===== src/rtl/lsu_mem_unit_if.sv =====
// Core request/response channel plus data-memory port of the load/store unit.
// The unit connects through the slave modport; the core/memory side uses master.
interface lsu_mem_unit_if #(
    parameter int unsigned DATA_W = 32
) ();
    localparam int unsigned NB = DATA_W / 8;

    logic              req_valid;
    logic              req_ready;
    logic              req_store;
    logic [2:0]        req_funct3;
    logic [DATA_W-1:0] req_addr;
    logic [DATA_W-1:0] req_wdata;
    logic [4:0]        req_rd;

    logic              resp_valid;
    logic [DATA_W-1:0] resp_rdata;
    logic [4:0]        resp_rd;
    logic [1:0]        resp_err;

    logic [DATA_W-1:0] addr_data;
    logic [DATA_W-1:0] data_out_data;
    logic [DATA_W-1:0] data_in_data;
    logic              en_data;
    logic [NB-1:0]     we_data;

    modport master (
        output req_valid, req_store, req_funct3, req_addr, req_wdata, req_rd,
        input  req_ready,
        input  resp_valid, resp_rdata, resp_rd, resp_err,
        input  addr_data, data_out_data, en_data, we_data,
        output data_in_data
    );

    modport slave (
        input  req_valid, req_store, req_funct3, req_addr, req_wdata, req_rd,
        output req_ready,
        output resp_valid, resp_rdata, resp_rd, resp_err,
        output addr_data, data_out_data, en_data, we_data,
        input  data_in_data
    );
endinterface


===== src/rtl/lsu_mem_unit.sv =====
// Load/store unit: decodes RV32I/RV64I access sizes, places bytes in little-endian
// lanes, flags misaligned/illegal requests and waits out the memory read latency.
module lsu_mem_unit #(
    parameter int unsigned DATA_W      = 32,
    parameter int unsigned MEM_LATENCY = 1
) (
    input  logic          aclk,
    input  logic          areset,
    lsu_mem_unit_if.slave bus
);

    localparam int unsigned NB    = DATA_W / 8;
    localparam int unsigned LB    = $clog2(NB);
    localparam int unsigned CNT_W = (MEM_LATENCY > 1) ? $clog2(MEM_LATENCY) : 1;

    typedef enum logic [1:0] {
        IDLE   = 2'd0,
        ACCESS = 2'd1,
        WAIT   = 2'd2,
        RESP   = 2'd3
    } state_e;

    state_e            state_q, state_d;
    logic              store_q, store_d;
    logic [2:0]        funct3_q, funct3_d;
    logic [LB-1:0]     lane_q, lane_d;
    logic [4:0]        rd_q, rd_d;
    logic [CNT_W-1:0]  cnt_q, cnt_d;

    logic              req_ready_q, req_ready_d;
    logic              resp_valid_q, resp_valid_d;
    logic [DATA_W-1:0] resp_rdata_q, resp_rdata_d;
    logic [4:0]        resp_rd_q, resp_rd_d;
    logic [1:0]        resp_err_q, resp_err_d;
    logic [DATA_W-1:0] addr_data_q, addr_data_d;
    logic [DATA_W-1:0] data_out_q, data_out_d;
    logic              en_data_q, en_data_d;
    logic [NB-1:0]     we_data_q, we_data_d;

    logic [LB-1:0]     req_lane_c;
    logic [LB+2:0]     req_shamt_c;
    logic              illegal_c;
    logic              misaligned_c;
    logic [NB-1:0]     size_mask_c;

    logic [LB+2:0]     ld_shamt_c;
    logic [DATA_W-1:0] ld_shift_c;
    logic [DATA_W-1:0] ld_data_c;

    // Incoming request decode: legality, alignment and store lane mask
    always_comb begin
        req_lane_c   = bus.req_addr[LB-1:0];
        req_shamt_c  = {req_lane_c, 3'b000};
        illegal_c    = (bus.req_funct3 == 3'd7) || (bus.req_store && bus.req_funct3[2]);
        if ((DATA_W == 32) && ((bus.req_funct3 == 3'd3) || (bus.req_funct3 == 3'd6))) begin
            illegal_c = 1'b1;
        end
        misaligned_c = 1'b0;
        size_mask_c  = '1;
        case (bus.req_funct3[1:0])
            2'd0: begin
                size_mask_c = NB'(1);
            end
            2'd1: begin
                misaligned_c = bus.req_addr[0];
                size_mask_c  = NB'(3);
            end
            2'd2: begin
                misaligned_c = |bus.req_addr[1:0];
                size_mask_c  = NB'(15);
            end
            default: begin
                misaligned_c = |bus.req_addr[2:0];
                size_mask_c  = '1;
            end
        endcase
    end

    // Load data: move the addressed lane down, then sign- or zero-extend
    always_comb begin
        ld_shamt_c = {lane_q, 3'b000};
        ld_shift_c = bus.data_in_data >> ld_shamt_c;
        case (funct3_q)
            3'd0:    ld_data_c = DATA_W'($signed(ld_shift_c[7:0]));
            3'd1:    ld_data_c = DATA_W'($signed(ld_shift_c[15:0]));
            3'd2:    ld_data_c = DATA_W'($signed(ld_shift_c[31:0]));
            3'd4:    ld_data_c = DATA_W'(ld_shift_c[7:0]);
            3'd5:    ld_data_c = DATA_W'(ld_shift_c[15:0]);
            3'd6:    ld_data_c = DATA_W'(ld_shift_c[31:0]);
            default: ld_data_c = ld_shift_c;
        endcase
    end

    // Next-state and registered-output logic
    always_comb begin
        state_d      = state_q;
        store_d      = store_q;
        funct3_d     = funct3_q;
        lane_d       = lane_q;
        rd_d         = rd_q;
        cnt_d        = cnt_q;
        req_ready_d  = 1'b0;
        resp_valid_d = 1'b0;
        resp_rdata_d = '0;
        resp_rd_d    = '0;
        resp_err_d   = '0;
        addr_data_d  = '0;
        data_out_d   = '0;
        en_data_d    = 1'b0;
        we_data_d    = '0;

        case (state_q)
            IDLE: begin
                req_ready_d = 1'b1;
                if (bus.req_valid && req_ready_q) begin
                    req_ready_d = 1'b0;
                    store_d     = bus.req_store;
                    funct3_d    = bus.req_funct3;
                    lane_d      = req_lane_c;
                    rd_d        = bus.req_rd;
                    if (illegal_c || misaligned_c) begin
                        // Illegal size wins; misaligned bit only reported for legal sizes
                        state_d      = RESP;
                        resp_valid_d = 1'b1;
                        resp_rd_d    = bus.req_rd;
                        resp_err_d   = {illegal_c, misaligned_c & ~illegal_c};
                    end else begin
                        state_d     = ACCESS;
                        en_data_d   = 1'b1;
                        addr_data_d = {bus.req_addr[DATA_W-1:LB], LB'(0)};
                        if (bus.req_store) begin
                            we_data_d  = size_mask_c << req_lane_c;
                            data_out_d = bus.req_wdata << req_shamt_c;
                        end
                    end
                end
            end
            ACCESS: begin
                if (store_q) begin
                    state_d      = RESP;
                    resp_valid_d = 1'b1;
                    resp_rd_d    = rd_q;
                end else begin
                    state_d = WAIT;
                    cnt_d   = CNT_W'(MEM_LATENCY - 1);
                end
            end
            WAIT: begin
                if (cnt_q == '0) begin
                    state_d      = RESP;
                    resp_valid_d = 1'b1;
                    resp_rdata_d = ld_data_c;
                    resp_rd_d    = rd_q;
                end else begin
                    cnt_d = cnt_q - CNT_W'(1);
                end
            end
            RESP: begin
                state_d     = IDLE;
                req_ready_d = 1'b1;
            end
            default: begin
                state_d     = IDLE;
                req_ready_d = 1'b1;
            end
        endcase
    end

    always_ff @(posedge aclk) begin
        if (areset) begin
            state_q      <= IDLE;
            store_q      <= 1'b0;
            funct3_q     <= '0;
            lane_q       <= '0;
            rd_q         <= '0;
            cnt_q        <= '0;
            req_ready_q  <= 1'b1;
            resp_valid_q <= 1'b0;
            resp_rdata_q <= '0;
            resp_rd_q    <= '0;
            resp_err_q   <= '0;
            addr_data_q  <= '0;
            data_out_q   <= '0;
            en_data_q    <= 1'b0;
            we_data_q    <= '0;
        end else begin
            state_q      <= state_d;
            store_q      <= store_d;
            funct3_q     <= funct3_d;
            lane_q       <= lane_d;
            rd_q         <= rd_d;
            cnt_q        <= cnt_d;
            req_ready_q  <= req_ready_d;
            resp_valid_q <= resp_valid_d;
            resp_rdata_q <= resp_rdata_d;
            resp_rd_q    <= resp_rd_d;
            resp_err_q   <= resp_err_d;
            addr_data_q  <= addr_data_d;
            data_out_q   <= data_out_d;
            en_data_q    <= en_data_d;
            we_data_q    <= we_data_d;
        end
    end

    assign bus.req_ready     = req_ready_q;
    assign bus.resp_valid    = resp_valid_q;
    assign bus.resp_rdata    = resp_rdata_q;
    assign bus.resp_rd       = resp_rd_q;
    assign bus.resp_err      = resp_err_q;
    assign bus.addr_data     = addr_data_q;
    assign bus.data_out_data = data_out_q;
    assign bus.en_data       = en_data_q;
    assign bus.we_data       = we_data_q;

endmodule


===== src/flat_wrapper.sv =====
// flat-port wrapper written by rule: the top's interface ports become plain ports
module lsu_mem_unit_flat 
#(
    parameter int unsigned DATA_W      = 32,
    parameter int unsigned MEM_LATENCY = 1
)
  (aclk, areset, bus_req_valid, bus_req_store, bus_req_funct3, bus_req_addr, bus_req_wdata, bus_req_rd, bus_req_ready, bus_resp_valid, bus_resp_rdata, bus_resp_rd, bus_resp_err, bus_addr_data, bus_data_out_data, bus_en_data, bus_we_data, bus_data_in_data);
  lsu_mem_unit_if #(.DATA_W(DATA_W)) bus_i ();
  input  logic aclk;
  input  logic areset;
  input wire logic [$bits(bus_i.req_valid)-1:0] bus_req_valid;
  input wire logic [$bits(bus_i.req_store)-1:0] bus_req_store;
  input wire logic [$bits(bus_i.req_funct3)-1:0] bus_req_funct3;
  input wire logic [$bits(bus_i.req_addr)-1:0] bus_req_addr;
  input wire logic [$bits(bus_i.req_wdata)-1:0] bus_req_wdata;
  input wire logic [$bits(bus_i.req_rd)-1:0] bus_req_rd;
  output wire logic [$bits(bus_i.req_ready)-1:0] bus_req_ready;
  output wire logic [$bits(bus_i.resp_valid)-1:0] bus_resp_valid;
  output wire logic [$bits(bus_i.resp_rdata)-1:0] bus_resp_rdata;
  output wire logic [$bits(bus_i.resp_rd)-1:0] bus_resp_rd;
  output wire logic [$bits(bus_i.resp_err)-1:0] bus_resp_err;
  output wire logic [$bits(bus_i.addr_data)-1:0] bus_addr_data;
  output wire logic [$bits(bus_i.data_out_data)-1:0] bus_data_out_data;
  output wire logic [$bits(bus_i.en_data)-1:0] bus_en_data;
  output wire logic [$bits(bus_i.we_data)-1:0] bus_we_data;
  input wire logic [$bits(bus_i.data_in_data)-1:0] bus_data_in_data;
  assign bus_i.req_valid = bus_req_valid;
  assign bus_i.req_store = bus_req_store;
  assign bus_i.req_funct3 = bus_req_funct3;
  assign bus_i.req_addr = bus_req_addr;
  assign bus_i.req_wdata = bus_req_wdata;
  assign bus_i.req_rd = bus_req_rd;
  assign bus_req_ready = bus_i.req_ready;
  assign bus_resp_valid = bus_i.resp_valid;
  assign bus_resp_rdata = bus_i.resp_rdata;
  assign bus_resp_rd = bus_i.resp_rd;
  assign bus_resp_err = bus_i.resp_err;
  assign bus_addr_data = bus_i.addr_data;
  assign bus_data_out_data = bus_i.data_out_data;
  assign bus_en_data = bus_i.en_data;
  assign bus_we_data = bus_i.we_data;
  assign bus_i.data_in_data = bus_data_in_data;
  lsu_mem_unit #(.DATA_W(DATA_W), .MEM_LATENCY(MEM_LATENCY)) u_core (.aclk(aclk), .areset(areset), .bus(bus_i));
endmodule

===== config.mk =====
export PLATFORM = sky130hd
export DESIGN_NAME = lsu_mem_unit_flat
export DESIGN_NICKNAME = d
export VERILOG_FILES = /design/src/rtl/lsu_mem_unit_if.sv /design/src/rtl/lsu_mem_unit.sv /design/src/flat_wrapper.sv
export SDC_FILE = /design/constraint.sdc
export NUM_CORES = 1
export LEC_CHECK = 0
export BUFFER_PORTS_ARGS = -buffer_cell sky130_fd_sc_hd__buf_2
export CAP_MARGIN = 40
export CORE_UTILIZATION = 48
export CTS_BUF_LIST = sky130_fd_sc_hd__clkbuf_8
export CTS_CLUSTER_SIZE = 16
export DETAILED_ROUTE_END_ITERATION = 10
export GPL_TIMING_DRIVEN = 0
export PLACE_DENSITY = 0.83
export SYNTH_ARGS = -nofsm -noshare
export SYNTH_HDL_FRONTEND = slang
export SYNTH_SLANG_ARGS = --single-unit
export TNS_END_PERCENT = 50

===== constraint.sdc =====
create_clock -name aclk -period 2.15 [get_ports aclk]
set_clock_uncertainty 0.2 [all_clocks]
set_input_delay 0.3225 -clock aclk [delete_from_list [all_inputs] [get_ports aclk]]
set_output_delay 0.3225 -clock aclk [all_outputs]
set_load 0.02 [all_outputs]

==> flow_summary.toml, run 1 <==
[detailed_routing]
routed_wl_microns = 15000
wl_per_cell_microns = 17.4
drt_first_iter_violations = 248
viasPerCell = 5.38
drt_pass1_iterations = 5
route.detailed.drc = 0
vias = 4654
ant_nets = 0

[critical_path]
worstPathArrival_ns = 2.21
required_ns = 2.30
path_cells = "inv_1, ha_1, nand3_2, nor2_4, nand4_4, buf_2, a211oi_2"
r2r-start = "u_core.state_q[0]"
critical_path_class = "flip-flop to flip-flop"
rrSetupSlack_ns = 0.09
cp_slowest_stage_delay_ns = 0.35
path_max_fanout = 10
startpoint = "u_core.state_q[0]"
reg2reg_depth = 7
setup.worst_path.end = "u_core.bus.data_out_data[28]"
end_kind = "flip-flop"
reg2reg_to = "u_core.bus.data_out_data[28]"
cp_slowest_cell = "dfxtp_1"
start_kind = "flip-flop"

[layout]
multi_input_area_sq_um = 1920
fin_nets = 854
syn2layout_area_growth_pct = 50.2
drive_gt1_share_pct = 36.9
seqCellArea_sq_um = 2420
final.fill_count = 615
antenna_cells = 0

[clock_tree]
cts-root-buf = "clkbuf_8"
htreeDepth = 4
cts_buffers = 17
clock_sinks = 121
cts_buffer_depth = 2
cts_tree = "done"
cts_setup_buffers = 0
path_clk_slew_ns = 0.08
clk_latency_ns = 0.42

[synthesis]
ys_async_sr_fraction_pct = 0
muxShareOfSynthArea_pct = 7.52
netlist.top_cell.by_area = "dfxtp_1"
synth_area_leaders = "dfxtp_1 (54%), mux2i_1 (7.5%), a211oi_1 (6.3%), and2_1 (4.3%), nor2_1 (3.9%)"
synth-seq-cells = 121
syn_avg_cell_area_sq_um = 10.1
synth_warnings = 0
synth_commonest_cells = "dfxtp_1 (121), nor2_1 (47), a211oi_1 (38)"
synthAdderAreaFrac_pct = 1.38
synthSimpleGateAreaFrac_pct = 17.4
synth-edff-count = 0
synthXorXnorAreaFrac_pct = 0
synth_compound_area_share_pct = 15.5
ys.flop_type = "dfxtp_1"
syn_area_sq_um = 4520
synth.yosys.seq_area_share_pct = 53.6
yosysMostFrequentCell = "dfxtp_1"
synth_top_family_by_area = "simple AND/OR/NAND/NOR gates"
yosys.area.top_type_share_pct = 53.6
synthCells = 448
synth_cell_types = 45

[worst_hold_path]
min_path_type = "primary input to flip-flop"

[power]
power_density_nw_per_um2 = 929
power.leakage_nw = 3.34
peakVddDrop_mv = 0.501

[die]
ios = 218
dieWidth_microns = 99.1
start_util_pct = 49.2
row_count = 35
die_area_sq_um = 9810
core_area_sq_um = 9200
die_h_microns = 99.1

[sta]
setup_tns_ns = 0
hold_viol = 0
worst_pin_slew_ns = 0.822
rsz0062_at_grt = "true"
fin_crit_sh_pct = 96.0
setup_viol = 0
timing.final.crit_period_ns = 2.06
setup_slack_ns = 0.0852
slew_viol_final = 0
holdWs_ns = 0.0215
fmax_mhz = 484
slew_headroom_pct = 44.8

[placement]
io_buffers = 213
dp_hpwl_microns = 9140
dp_slack_ns = -0.157
gp_congestion = 0.852

[global_routing]
grt_pass1_vias = 4723
grt_pass1_wl_microns = 22800
track_usage_pct = 30.2
grt_max_degree = 17
antenna_found_initial = 0
gr-total-overflow = 0

[outcome]
outcome = "finished, final reports clean"

[flow_run]
cap_violations = 0
[registers in the layout, indices dropped and copies added (netlist names), 2 cells and up]
register                  flops
u_core.bus.we_data            4
u_core.bus.data_out_data     32
u_core.bus.resp_rd            5
u_core.bus.resp_rdata        32
u_core.state_q                2
u_core.bus.addr_data         30
u_core.funct3_q               3
u_core.rd_q                   5
u_core.lane_q                 2
u_core.bus.resp_err           2
[worst max-delay path: cells and delay by family (launching register included)]
family,cells,cell delay (ns)
simple gates,3,0.61
buf+inv,2,0.40
flops,1,0.35
fa+ha+maj,1,0.24
compound gates,1,0.18
[cells in the final DEF, fill, tap and decap left out, types with 6 or more instances in the layout]
cell type      count
a211oi_1          38
dlygate4sd3_1     61
nor3_1             7
inv_1              8
buf_2            222
o21ai_0           10
inv_6              7
nand2_1           26
clkbuf_8          17
nor2b_1           18
and2_1            31
a21o_1            10
nor2_1            47
mux2i_1           34
dfxtp_1          121
and3_1             6
a21oi_1           22
clkbuf_1          10
[layer usage]
layer,vias to the layer above,wire (microns),global-route usage (%)
met5,-,0,0
met4,0,550,15.6
met3,61,972,6.67
met2,239,7780,55.0
met1,2223,5730,32.9
li1,2131,-,-
[what timing repair did]
action / CTS / global route
pin swaps: 0 / 1
resized for setup: 4 / 1
setup endpoints to repair: 9 / 12
hold buffers: 61 / 0
hold endpoints to repair: 83 / 0
[how the worst min path moves through the flow]
stage               slack [ns]                  from  depth (start not counted)                   endpoint
finish                    0.02     bus_req_funct3[0]                          3         u_core.funct3_q[0]
global placement          0.24        u_core.rd_q[0]                          2             u_core.rd_q[0]
CTS                      0.004     bus_req_funct3[0]                          3         u_core.funct3_q[0]
detailed placement        0.26        u_core.rd_q[2]                          2             u_core.rd_q[2]
floorplan                 0.23  bus_data_in_data[24]                          1  u_core.bus.resp_rdata[24]
global route              0.04     bus_req_funct3[0]                          3         u_core.funct3_q[0]
[power breakdown]
group	internal [mW]	leakage, nW	switching [mW]	total (mW)
clock	1.20	0.219	1.07	2.27
sequential	2.45	0.979	0.0968	2.55
combinational	0.577	2.14	0.914	1.49
total	4.23	3.34	2.08	6.31
[cell families after synthesis]
kind of cell               Yosys count
other                                1
AOI/OAI and AO/OA                   97
DFF                                121
adders and majority gates            5
muxes                               34
and+or+nand+nor                    151
buffers and inverters               39
[metrics by stage]
step,power [mW],cell area (sq um),util [%],instances
3_5_place_dp,3.93,5730,62.3,773
6_report,6.31,6790,73.9,865
4_1_cts,6.25,6790,73.9,866
5_1_grt,6.55,6790,73.9,865
3_3_place_gp,3.87,5730,62.3,773
2_1_floorplan,3.47,4530,-,449
[cell type report]
type | instances | share of cell area (%)
flip-flops and latches | 121 | 35.7
multi-input cells | 289 | 28.3
repair buffers | 274 | 24.7
clock buffers | 17 | 3.44
clock inverters | 15 | 2.97
plain buffers | 29 | 2.45
well taps | 111 | 2.04
inverters | 9 | 0.516
Power figures use the tool's default switching activity.
==> run 2: changes to the inputs <==
--- a/config.mk
+++ b/config.mk
@@ -5,9 +5,10 @@
 export SDC_FILE = /design/constraint.sdc
 export NUM_CORES = 1
 export LEC_CHECK = 0
+export ABC_AREA = 1
 export BUFFER_PORTS_ARGS = -buffer_cell sky130_fd_sc_hd__buf_2
 export CAP_MARGIN = 40
-export CORE_UTILIZATION = 48
+export CORE_UTILIZATION = 49
 export CTS_BUF_LIST = sky130_fd_sc_hd__clkbuf_8
 export CTS_CLUSTER_SIZE = 16
 export DETAILED_ROUTE_END_ITERATION = 10
==> run 2 against run 1 <==
  * Sequential cell count stayed put
  * Sequential power hardly changed
  * Fmax is 0.99% higher
==> flow_summary.toml, run 2 <==
[outcome]
outcome = "finished, final reports clean"

[synthesis]
synthAdderAreaFrac_pct = 1.28
synth_warnings = 0
synthXorXnorAreaFrac_pct = 0
synth_compound_area_share_pct = 10.4
synth_area_leaders = "dfxtp_1 (49%), nand2_1 (13%), inv_1 (7.7%), nor2_1 (5.1%), o21ai_0 (4.8%)"
synth.yosys.seq_area_share_pct = 49.5
synth_top_family_by_area = "simple AND/OR/NAND/NOR gates"
yosys.area.top_type_share_pct = 49.5
netlist.top_cell.by_area = "dfxtp_1"
synthSimpleGateAreaFrac_pct = 26.9
synth_commonest_cells = "nand2_1 (170), dfxtp_1 (121), inv_1 (101)"
ys_async_sr_fraction_pct = 0
synth-seq-cells = 121
synthCells = 663
synth_cell_types = 29
ys.flop_type = "dfxtp_1"
muxShareOfSynthArea_pct = 0
yosysMostFrequentCell = "nand2_1"
syn_area_sq_um = 4890
synth-edff-count = 0
syn_avg_cell_area_sq_um = 7.38

[global_routing]
grt_pass1_vias = 5052
track_usage_pct = 29.0
grt_pass1_wl_microns = 23000
grt_max_degree = 17
gr-total-overflow = 0
antenna_found_initial = 1

[clock_tree]
htreeDepth = 4
path_clk_slew_ns = 0.08
clock_sinks = 121
cts_buffers = 17
cts_buffer_depth = 2
cts_tree = "done"
clk_latency_ns = 0.43
cts-root-buf = "clkbuf_8"
cts_setup_buffers = 0

[power]
power_density_nw_per_um2 = 907
peakVddDrop_mv = 0.486
finalPower_mw = 6.45
power.leakage_nw = 4.01

[detailed_routing]
wl_per_cell_microns = 13.7
drt_first_iter_violations = 231
vias = 5314
routed_wl_microns = 15100
drt_pass1_iterations = 5
ant_nets = 0
route.detailed.drc = 0
viasPerCell = 4.82

[sta]
rsz0062_at_grt = "true"
fin_crit_sh_pct = 95.1
hold_viol = 0
holdWs_ns = 0.0189
worst_pin_slew_ns = 0.518
setup_viol = 0
slew_headroom_pct = 65.5
timing.final.crit_period_ns = 2.04
fmax_mhz = 489
slew_viol_final = 0

[worst_hold_path]
min_path_type = "primary input to flip-flop"

[flow_run]
cap_violations = 0

[critical_path]
startpoint = "u_core.lane_q[1]"
path_max_fanout = 10
setup.worst_path.end = "u_core.bus.resp_rdata[1]"
rrSetupSlack_ns = 0.11
start_kind = "flip-flop"
cp_slowest_stage_delay_ns = 0.58
end_kind = "flip-flop"
reg2reg_depth = 5
required_ns = 2.27
path_cells = "inv_1, buf_2, clkbuf_1, a31oi_1, dlygate4sd3_1"
r2r-start = "u_core.lane_q[1]"
worstPathArrival_ns = 2.17
critical_path_class = "flip-flop to flip-flop"
cp_slowest_cell = "dlygate4sd3_1"
reg2reg_to = "u_core.bus.resp_rdata[1]"

[die]
die_area_sq_um = 10400
die_h_microns = 102
start_util_pct = 50.3
dieWidth_microns = 102
core_area_sq_um = 9730
ios = 218
row_count = 36

[placement]
io_buffers = 214
dp_hpwl_microns = 9890
gp_congestion = 0.926

[layout]
syn2layout_area_growth_pct = 45.2
drive_gt1_share_pct = 30.4
final_common_cell = "buf_2"
fin_nets = 1068
final_cell_mix = "buf_2 (225), nand2_1 (170), dfxtp_1 (121)"
run 2: cell count changes after synthesis, moves of 8 or more:
cell and delta:
and2_1 -31, inv_1 +93, o21ai_0 +37, nand3_1 +34
a21oi_1 +10, a211oi_1 -38, nor2_1 +20, a21o_1 -10
nand2_1 +144, a31oi_1 +8, nor2_2 +10, nor2b_1 -18
mux2i_1 -34
run 2: logic make-up (layout without fill, tap and decap cells):
kind of cell	count (synthesis)	count (layout)
other	1	3
AO/OA/AOI/OAI	96	96
flip-flops	121	121
adder cells (fa/ha/maj)	5	5
buffers and inverters	137	441
AND/OR/NAND/NOR	303	303
run 2: cell type report:
cell class / instances / area, sq um
repair buffers: 272 / 1650
multi-input cells: 406 / 1900
flip-flops and latches: 121 / 2420
diodes: 1 / 2.50
well taps: 133 / 166
inverters: 104 / 390
plain buffers: 33 / 193
clock buffers: 19 / 262
fillers: 749 / 2620
clock inverters: 13 / 119
run 2: layer usage:
layer,vias up,wire length (microns),global-route usage [%]
met5,-,0,0
met4,0,615,18.7
met3,55,1340,8.55
met2,290,7530,49.9
met1,2344,5580,31.2
li1,2625,-,-
run 2: timing repair:
| item | in CTS | in global routing |
|---|---|---|
| endpoints found under the setup margin | 0 | 3 |
| hold buffers | 58 | 0 |
| hold endpoints to repair | 54 | 0 |
| resized for setup | 0 | 5 |
run 2: metrics by stage:
step	instance area (sq um)	worst slack [ns]	utilization, %	TNS (ns)	cells
CTS	7100	0.111	72.9	0	1101
global placement	6140	0.292	63.1	0	1011
finish	7110	0.106	73.0	0	1102
detailed placement	6140	0.251	63.1	0	1011
global route	7110	-0.00351	73.0	-0.00351	1102
floorplan	4900	0.559	-	0	664
run 2: worst min-delay path by stage:
stage                            startpoint                  endpoint  slack, ns  cells after the start
after floorplan            bus_req_addr[10]  u_core.bus.addr_data[10]       0.23                      2
after global placement       u_core.rd_q[1]            u_core.rd_q[1]       0.25                      2
after detailed placement     u_core.rd_q[1]     u_core.bus.resp_rd[1]       0.26                      2
after CTS                 bus_req_funct3[0]        u_core.funct3_q[0]      0.002                      3
after global routing      bus_req_funct3[0]        u_core.funct3_q[0]       0.02                      3
final                     bus_req_funct3[0]        u_core.funct3_q[0]       0.02                      3
run 2: power by group:
group	internal, mW	total [mW]	switching, mW
clock	0.981	1.96	0.977
sequential	2.46	2.53	0.0745
combinational	0.685	1.95	1.27
total	4.13	6.45	2.32
run 2: worst max-delay path, delay by kind of cell, from the launching register on:
family	cells	cell delay, ns
compound gates	1	0.14
buf+inv	4	1.27
flops	1	0.34
